==> src/rtl/cmplx_mul_seq_pkg.sv <==
// Shared types and constants for the sequential complex multiplier.
package cmplx_mul_pkg;

  localparam int DATA_W = 16;
  localparam int PROD_W = 32;
  localparam int OUT_W  = 33;
  localparam int NUM_PP = 4;

  typedef enum logic [1:0] {
    IDLE = 2'd0,
    MUL  = 2'd1,
    DONE = 2'd2
  } state_t;

  // Two's complement magnitude; -32768 maps to 0x8000, which is exact as unsigned.
  function automatic logic [DATA_W-1:0] mag16(input logic [DATA_W-1:0] x);
    return x[DATA_W-1] ? (~x + 16'd1) : x;
  endfunction

endpackage

==> src/rtl/cmplx_mul_seq_vedic16.sv <==
// Unsigned 16x16 multiplier built Vedic-style from four 8x8 vertical/crosswise
// partial products. Purely combinational.
module vedic16 (
  input  logic [15:0] a,
  input  logic [15:0] b,
  output logic [31:0] p
);

  logic [15:0] p_ll;
  logic [15:0] p_lh;
  logic [15:0] p_hl;
  logic [15:0] p_hh;

  assign p_ll = {8'd0, a[7:0]}  * {8'd0, b[7:0]};
  assign p_lh = {8'd0, a[7:0]}  * {8'd0, b[15:8]};
  assign p_hl = {8'd0, a[15:8]} * {8'd0, b[7:0]};
  assign p_hh = {8'd0, a[15:8]} * {8'd0, b[15:8]};

  // Combine vertical (ll, hh) and crosswise (lh, hl) terms at their weights.
  assign p = {16'd0, p_ll}
           + {8'd0, p_lh, 8'd0}
           + {8'd0, p_hl, 8'd0}
           + {p_hh, 16'd0};

endmodule

==> src/rtl/cmplx_mul_seq.sv <==
// Sequential signed complex multiplier: one shared unsigned vedic16 array is
// time-multiplexed over the four partial products, with signs applied around it.
//
// Handshake: a transfer happens on a rising edge where valid && ready are both 1.
// in_ready is high only in IDLE; out_valid is high only in DONE and the result
// holds until out_ready is seen high at an edge.
module cmplx_mul_seq #(
  parameter int DATA_W = 16,
  parameter int OUT_W  = 33
) (
  input  logic              clk,
  input  logic              rst_n,
  input  logic              in_valid,
  output logic              in_ready,
  input  logic [DATA_W-1:0] a_re,
  input  logic [DATA_W-1:0] a_im,
  input  logic [DATA_W-1:0] b_re,
  input  logic [DATA_W-1:0] b_im,
  output logic              out_valid,
  input  logic              out_ready,
  output logic [OUT_W-1:0]  out_re,
  output logic [OUT_W-1:0]  out_im,
  output logic [1:0]        dbg_state
);

  import cmplx_mul_pkg::*;

  generate
    if (DATA_W != 16 || OUT_W != 33) begin : g_bad_width
      $error("cmplx_mul_seq supports only DATA_W=16, OUT_W=33");
    end
  endgenerate

  state_t      state;
  logic [1:0]  idx;
  logic [15:0] mag_ar, mag_ai, mag_br, mag_bi;
  logic        sgn_ar, sgn_ai, sgn_br, sgn_bi;
  logic [32:0] acc_re, acc_im;

  logic [15:0] op_a, op_b;
  logic        pp_sign;
  logic        pp_neg;
  logic [31:0] prod;
  logic [32:0] prod_ext;
  logic [32:0] term;

  // Operand-select mux: picks the magnitude pair and product sign for this idx.
  always_comb begin
    op_a    = mag_ar;
    op_b    = mag_br;
    pp_sign = sgn_ar ^ sgn_br;
    case (idx)
      2'd0: begin op_a = mag_ar; op_b = mag_br; pp_sign = sgn_ar ^ sgn_br; end
      2'd1: begin op_a = mag_ai; op_b = mag_bi; pp_sign = sgn_ai ^ sgn_bi; end
      2'd2: begin op_a = mag_ar; op_b = mag_bi; pp_sign = sgn_ar ^ sgn_bi; end
      default: begin op_a = mag_ai; op_b = mag_br; pp_sign = sgn_ai ^ sgn_br; end
    endcase
  end

  vedic16 u_vedic (
    .a (op_a),
    .b (op_b),
    .p (prod)
  );

  // Sign-apply: idx1 is subtracted from the real part, so its sign is inverted.
  always_comb begin
    prod_ext = {1'b0, prod};
    pp_neg   = pp_sign ^ (idx == 2'd1);
    term     = pp_neg ? (~prod_ext + 33'd1) : prod_ext;
  end

  // Control FSM, operand capture and accumulation.
  always_ff @(posedge clk or negedge rst_n) begin
    if (!rst_n) begin
      state  <= IDLE;
      idx    <= 2'd0;
      acc_re <= '0;
      acc_im <= '0;
      mag_ar <= '0;
      mag_ai <= '0;
      mag_br <= '0;
      mag_bi <= '0;
      sgn_ar <= 1'b0;
      sgn_ai <= 1'b0;
      sgn_br <= 1'b0;
      sgn_bi <= 1'b0;
    end else begin
      case (state)
        IDLE: begin
          if (in_valid) begin
            mag_ar <= mag16(a_re);
            mag_ai <= mag16(a_im);
            mag_br <= mag16(b_re);
            mag_bi <= mag16(b_im);
            sgn_ar <= a_re[15];
            sgn_ai <= a_im[15];
            sgn_br <= b_re[15];
            sgn_bi <= b_im[15];
            acc_re <= '0;
            acc_im <= '0;
            idx    <= 2'd0;
            state  <= MUL;
          end
        end
        MUL: begin
          if (idx < 2'd2) acc_re <= acc_re + term;
          else            acc_im <= acc_im + term;
          idx <= idx + 2'd1;
          if (idx == 2'(NUM_PP - 1)) state <= DONE;
        end
        DONE: begin
          if (out_ready) state <= IDLE;
        end
        default: state <= IDLE;
      endcase
    end
  end

  assign in_ready  = (state == IDLE);
  assign out_valid = (state == DONE);
  assign out_re    = (state == DONE) ? acc_re : '0;
  assign out_im    = (state == DONE) ? acc_im : '0;
  assign dbg_state = state;

endmodule

==> config.mk <==
export PLATFORM = sky130hd
export DESIGN_NAME = cmplx_mul_seq
export DESIGN_NICKNAME = d
export VERILOG_FILES = /design/src/rtl/cmplx_mul_seq_pkg.sv /design/src/rtl/cmplx_mul_seq_vedic16.sv /design/src/rtl/cmplx_mul_seq.sv
export SDC_FILE = /design/constraint.sdc
export NUM_CORES = 1
export LEC_CHECK = 0
export CAP_MARGIN = 10
export CORE_ASPECT_RATIO = 1.1
export CORE_MARGIN = 10
export CORE_UTILIZATION = 67
export DETAILED_ROUTE_END_ITERATION = 10
export GPL_TIMING_DRIVEN = 0
export PLACE_DENSITY = 0.89
export SKIP_CTS_REPAIR_TIMING = 1
export SLEW_MARGIN = 20
export SYNTH_ARGS = -nofsm -noshare
export SYNTH_HDL_FRONTEND = slang
export SYNTH_SLANG_ARGS = --single-unit
==> constraint.sdc <==
create_clock -name clk -period 26.7 [get_ports clk]
set_input_delay 5.34 -clock clk [delete_from_list [all_inputs] [get_ports clk]]
set_output_delay 5.34 -clock clk [all_outputs]
set_load 0.02 [all_outputs]
After elaboration in Yosys (flattened, before gate mapping)
Index checks and enable logic that the tools add are counted.

word-level totals
  register bits after elaboration = 138
  input port bits = 68
  output and inout port bits = 70
  logic and storage cells = 79

operators by class
  $add $sub $neg = 11
  multipliers = 4
  $lt $le $gt $ge = 1
  equal/unequal tests = 10
  mux-type cells = 21
  bitwise operators = 10
  reduce and logical (&&, ||, !) cells = 10

operator list
  operator               count
  $mux 33                6
  $pmux 33 s2            2
  $mux 16                6
  $add 33x33->33         2
  $add 16x1->16 const B  4
  $mul 8x8->16           4
  $not 16->16            4
  $add 33x1->33 const B  1
  $not 32->33            1
  $add 32x24->32         1
  $add 32x32->32         1
  $add 16x24->25         1
  $reduce_and 3->1       3
  $mux 2                 4
  $ne 2x2->1 const B     4
  $eq 2x2->1 const B     3
  $pmux 2 s3             1
  $xor 1x1->1            5
  $eq 2x1->1 const B     2
  $logic_not 2->1        2
  $pmux 2 s2             1
  $reduce_and 2->1       2
  $reduce_or 2->1        2
  $pmux 1 s3             1
  4 further kinds        4

Longest topological paths before layout
  depth after elaboration = 13
  mapped depth = 52
  depth with buffers taken out = 49

Modules after synthesis
From an unflattened synthesis, not the netlist that was laid out.

unflattened totals
  cell total of the unflattened synthesis = 2446
  area total of the unflattened synthesis = 20968.9 sq um

by module, submodules not included
  module         times used  cells an instance  area each (sq um)  sequential area each (sq um)
  cmplx_mul_seq  1           1258               10841.6            3453.3
  vedic16        1           1188               10127.2            0.0

Worst setup path after synthesis
Ideal clock, no wire load.

  path type = register -> register
  start = register idx[1]
  end = register acc_im[32]
  setup time = 124 ps
  data arrival time = 11876 ps
  data required time = 26576 ps
  setup slack = 14700 ps
  stages on the path, launching flop included = 50
  path buffers = 3
  period minus slack after synthesis = 12000 ps
  path through = dfrtp_1 -> clkbuf_1 -> inv_1 -> ha_1 -> nor2_1 -> clkbuf_1 -> mux2i_1 -> clkbuf_1 -> nor2_1 -> ha_1 -> fa_1 -> ha_1 -> inv_1 -> fa_1 -> inv_1 -> fa_1 -> fa_1 -> inv_1 -> (+14 left out) -> a21boi_1 -> a221oi_1 -> or2_2 -> or4_1 -> o31ai_1 -> xnor2_1 -> ha_1 -> o21ai_0 -> nand2b_1 -> a21boi_0 -> a41oi_1 -> nor3_1 -> a21oi_1 -> a21oi_1 -> a31o_2 -> o21bai_1 -> and3_1 -> a211o_1

between the ends
  cells in the longest elaborated chain, start to end = 13
  elaborated cells between the ends (all ways) = 25
  those cells by class = add/sub: 5; mul: 4; order compare: 1; eq/ne: 3; mux: 6; bitwise: 2; reduce/logical: 4

RTL lines
  what                                      line                                                      text
  start, declared                           cmplx_mul_seq.sv:35                                       logic [1:0] idx;
  start signal, assigned                    cmplx_mul_seq.sv:109                                      idx <= idx + 2'd1;
  $eq 2x2->1, or another cell as far along  cmplx_mul_seq.sv:52                                       case (idx)
  $reduce_or 2->1 (no line)                 --
  $mux 16                                   cmplx_mul_seq.sv:52
  $mul 8x8->16, on equally long branches    cmplx_mul_seq_vedic16.sv:14, cmplx_mul_seq_vedic16.sv:15
  $add 16x24->25                            cmplx_mul_seq_vedic16.sv:21                               + {8'd0, p_lh, 8'd0}
  $add 32x24->32                            cmplx_mul_seq_vedic16.sv:22                               + {8'd0, p_hl, 8'd0}
  $add 32x32->32                            cmplx_mul_seq_vedic16.sv:23                               + {p_hh, 16'd0};
  $not 32->33                               cmplx_mul_seq.sv:70                                       term = pp_neg ? (~prod_ext + 33'd1) : prod_ext;
  $add 33x1->33                             cmplx_mul_seq.sv:70
  $mux 33                                   cmplx_mul_seq.sv:70
  $add 33x33->33                            cmplx_mul_seq.sv:108                                      else acc_im <= acc_im + term;
  $mux 33                                   cmplx_mul_seq.sv:107                                      if (idx < 2'd2) acc_re <= acc_re + term;
  $pmux 33 s2                               cmplx_mul_seq.sv:89                                       case (state)
  end signal, assigned                      cmplx_mul_seq.sv:108
  end, declared                             cmplx_mul_seq.sv:38                                       logic [32:0] acc_re, acc_im;

Parallel ways exist; a longest one is shown, timed or not. The select of a mux whose other input is x is not followed.
A chain may end at the register's enable or synchronous reset.

Final worst setup path
Ends and elaborated chain as after synthesis.

==> out/metrics.cfg <==
[timing]
maxSlewHeadroom_pct = 21.0
setup_viol = 0
rsz0062_at_grt = no
skew_ns = 0.0179
timing_hold_violations_final = 0
finalSetupTns_ns = 0
fmax_mhz = 66.5
drv_slew = 0
tightestPinTransition_ns = 1.15
period_minus_slack_ns = 15.04
finalCritPeriodShare_pct = 56.3

[clocking]
path_clk_slew_ns = 0.08
clockBufferDepth = 2
cts_root_buf = clkbuf_16
numCtsBuffers = 17
cts.sinks = 138
clk_latency_ns = 0.47
cts_tree = done
cts-htree-levels = 4

[floorplanning]
die_h_um = 204
std_cell_rows = 67
core_um2 = 30400
die_area_um2 = 38200
fp.dieW_um = 187
start_util_pct = 67.8
ios = 138

[final_layout]
drive_above_1_share_pct = 3.39
nets = 3155
multiInputGateArea_um2 = 15800
area_growth_pct = 12.2
layout_commonest_cell = nand2_1
antennaDiodeCount = 0
final_cell_mix = nand2_1 (306), inv_1 (279), ha_1 (251)
nFillCells = 2283
seq_area_um2 = 3450

[global_route]
grt_pass1_wl_um = 95100
first_global_vias = 19400
grt_use_total_pct = 30.6
antenna_found_initial = 0
grt_overflow = 0
grt_max_degree = 73

[setup_path]
crit_type = reg2reg
cp-end-kind = flip-flop
max_stage_delay_ns = 0.97
crit_slowest_cell = mux2i_1
required_ns = 27.06
cp_max_fo = 10
arrival_ns = 15.41
crit_path_start_kind = flip-flop

[route]
vias_per_cell = 6.02
final_antenna_net_count = 0
wl_um = 58600
num_vias = 18700
drt_iter0_drc = 1436
drc = 0
post_drt_wl_per_cell_um = 18.9
dr.pass1.iters = 5

[yosys]
synth_compound_area_share_pct = 15.2
synth-edff-count = 0
ys_warn_count = 0
synth_top_family_by_area = adder cells
ys_seq_elements = 138
synth_flop_cell = dfrtp_1
synth_top_cells_by_area = dfrtp_1 (17%), fa_1 (16%), ha_1 (15%), nand2_1 (5.6%), inv_1 (5.1%)
async_reset_ff_share_pct = 100
netlist.area_leader.share_pct = 16.7
muxShareOfSynthArea_pct = 3.27
ys_seq_area_share_pct = 16.7
yosys.area.top_type = dfrtp_1
synthSimpleGateAreaFrac_pct = 18.8
syn-cell-area_um2 = 20600
syn-num-nets = 2998
syn_inst = 2517
avgSynthCellArea_um2 = 8.20
synth_cell_types = 79
synthXorXnorAreaFrac_pct = 8.44
synthAdderAreaFrac_pct = 30.9

[placed_design]
place_hpwl_um = 47800
portBuffers = 137
globalplace.congestion = 1.04

[min_path]
hold_class = reg2reg

[run_status]
status = completed

[run]
drv_cap = 0

## final timing paths
path	startpoint	end	slack, ns	cells after the start
max reg2reg	idx[1]	acc_im[32]	11.66	49
min	mag_br[8]	mag_br[8]	0.48	2
max	idx[1]	acc_im[32]	11.66	49
min reg2reg	mag_br[8]	mag_br[8]	0.48	2
min in group asynchronous	rst_n	acc_im[5]	4.83	1
max in group asynchronous	rst_n	mag_br[10]	21.10	2
## Yosys cell counts, types with 6 or more instances
cell	n
nand2_1	306
inv_1	279
ha_1	251
nor2_1	242
o21ai_0	200
fa_1	162
dfrtp_1	138
xnor2_1	104
xor2_1	95
a21oi_1	93
clkbuf_1	80
and2_1	76
a21o_1	46
nand2b_1	44
mux2i_1	39
nand3_1	34
or3_1	27
nor3_1	25
mux2_2	24
nor2b_1	24
o21bai_1	18
a31oi_1	15
o31ai_1	14
o21a_1	13
o41ai_1	12
or4_1	12
or2_2	10
a211oi_1	9
o211ai_1	9
and3_1	8
nand4_1	8
a211o_1	6
o2111ai_1	6
## sequential cells by signal, summed over array words and instances (netlist names)
name	flops
mag_br	16
mag_bi	16
acc_re	33
mag_ar	16
dbg_state	2
idx	2
sgn_br	1
mag_ai	16
sgn_ai	1
acc_im	33
sgn_bi	1
sgn_ar	1
## metal layers
metal  GRT usage [%]  up-vias  part of all wire [%]
li1                -     8758                     -
met1            33.9     8959                    39
met2            53.8      761                    49
met3            5.70      198                   6.7
met4            18.8        0                   6.1
met5               0        -                     0
## metrics by stage
stage          setup WS, ns  hold slack [ns]  area [um^2]  utilization, %  cells
6_report              11.66            0.485        23200            76.1   3100
5_1_grt               10.98            0.500        23200            76.1   3100
4_1_cts               11.82            0.485        23200            76.1   3100
3_5_place_dp          11.91            0.473        22600            74.2   3069
3_3_place_gp          12.29            0.458        22500            74.0   3068
2_1_floorplan         14.70            0.444        20600               -   2517
## worst max-delay path: cells and delay by family, from the launching register on
kind	cells	cell delay, ns
buf+inv	9	2.15
compound gates	14	3.22
mux	1	0.97
simple gates	11	2.85
flops	1	0.38
xor+xnor	2	0.31
fa+ha+maj	12	5.03
## layout make-up
class                           instances  share of cell area (%)
Multi-Input combinational cell       2018                    68.4
Timing Repair Buffer                  138                    6.06
Buffer                                 82                    1.33
Inverter                              279                    4.52
Sequential cell                       138                    14.9
Tap cell                              414                    2.24
Clock inverter                         12                   0.600
Clock buffer                           19                    1.96
## kinds of logic after synthesis
| logic type | count (synthesis) |
|---|---|
| AND/OR/NAND/NOR | 840 |
| multiplexers | 64 |
| buffers and inverters | 361 |
| adder cells (fa/ha/maj) | 413 |
| XOR/XNOR | 199 |
| AO/OA/AOI/OAI | 502 |
| flip-flops | 138 |
Power is not shown: default switching activity piles up to over one toggle a cycle in this logic, so the estimate is an artifact.
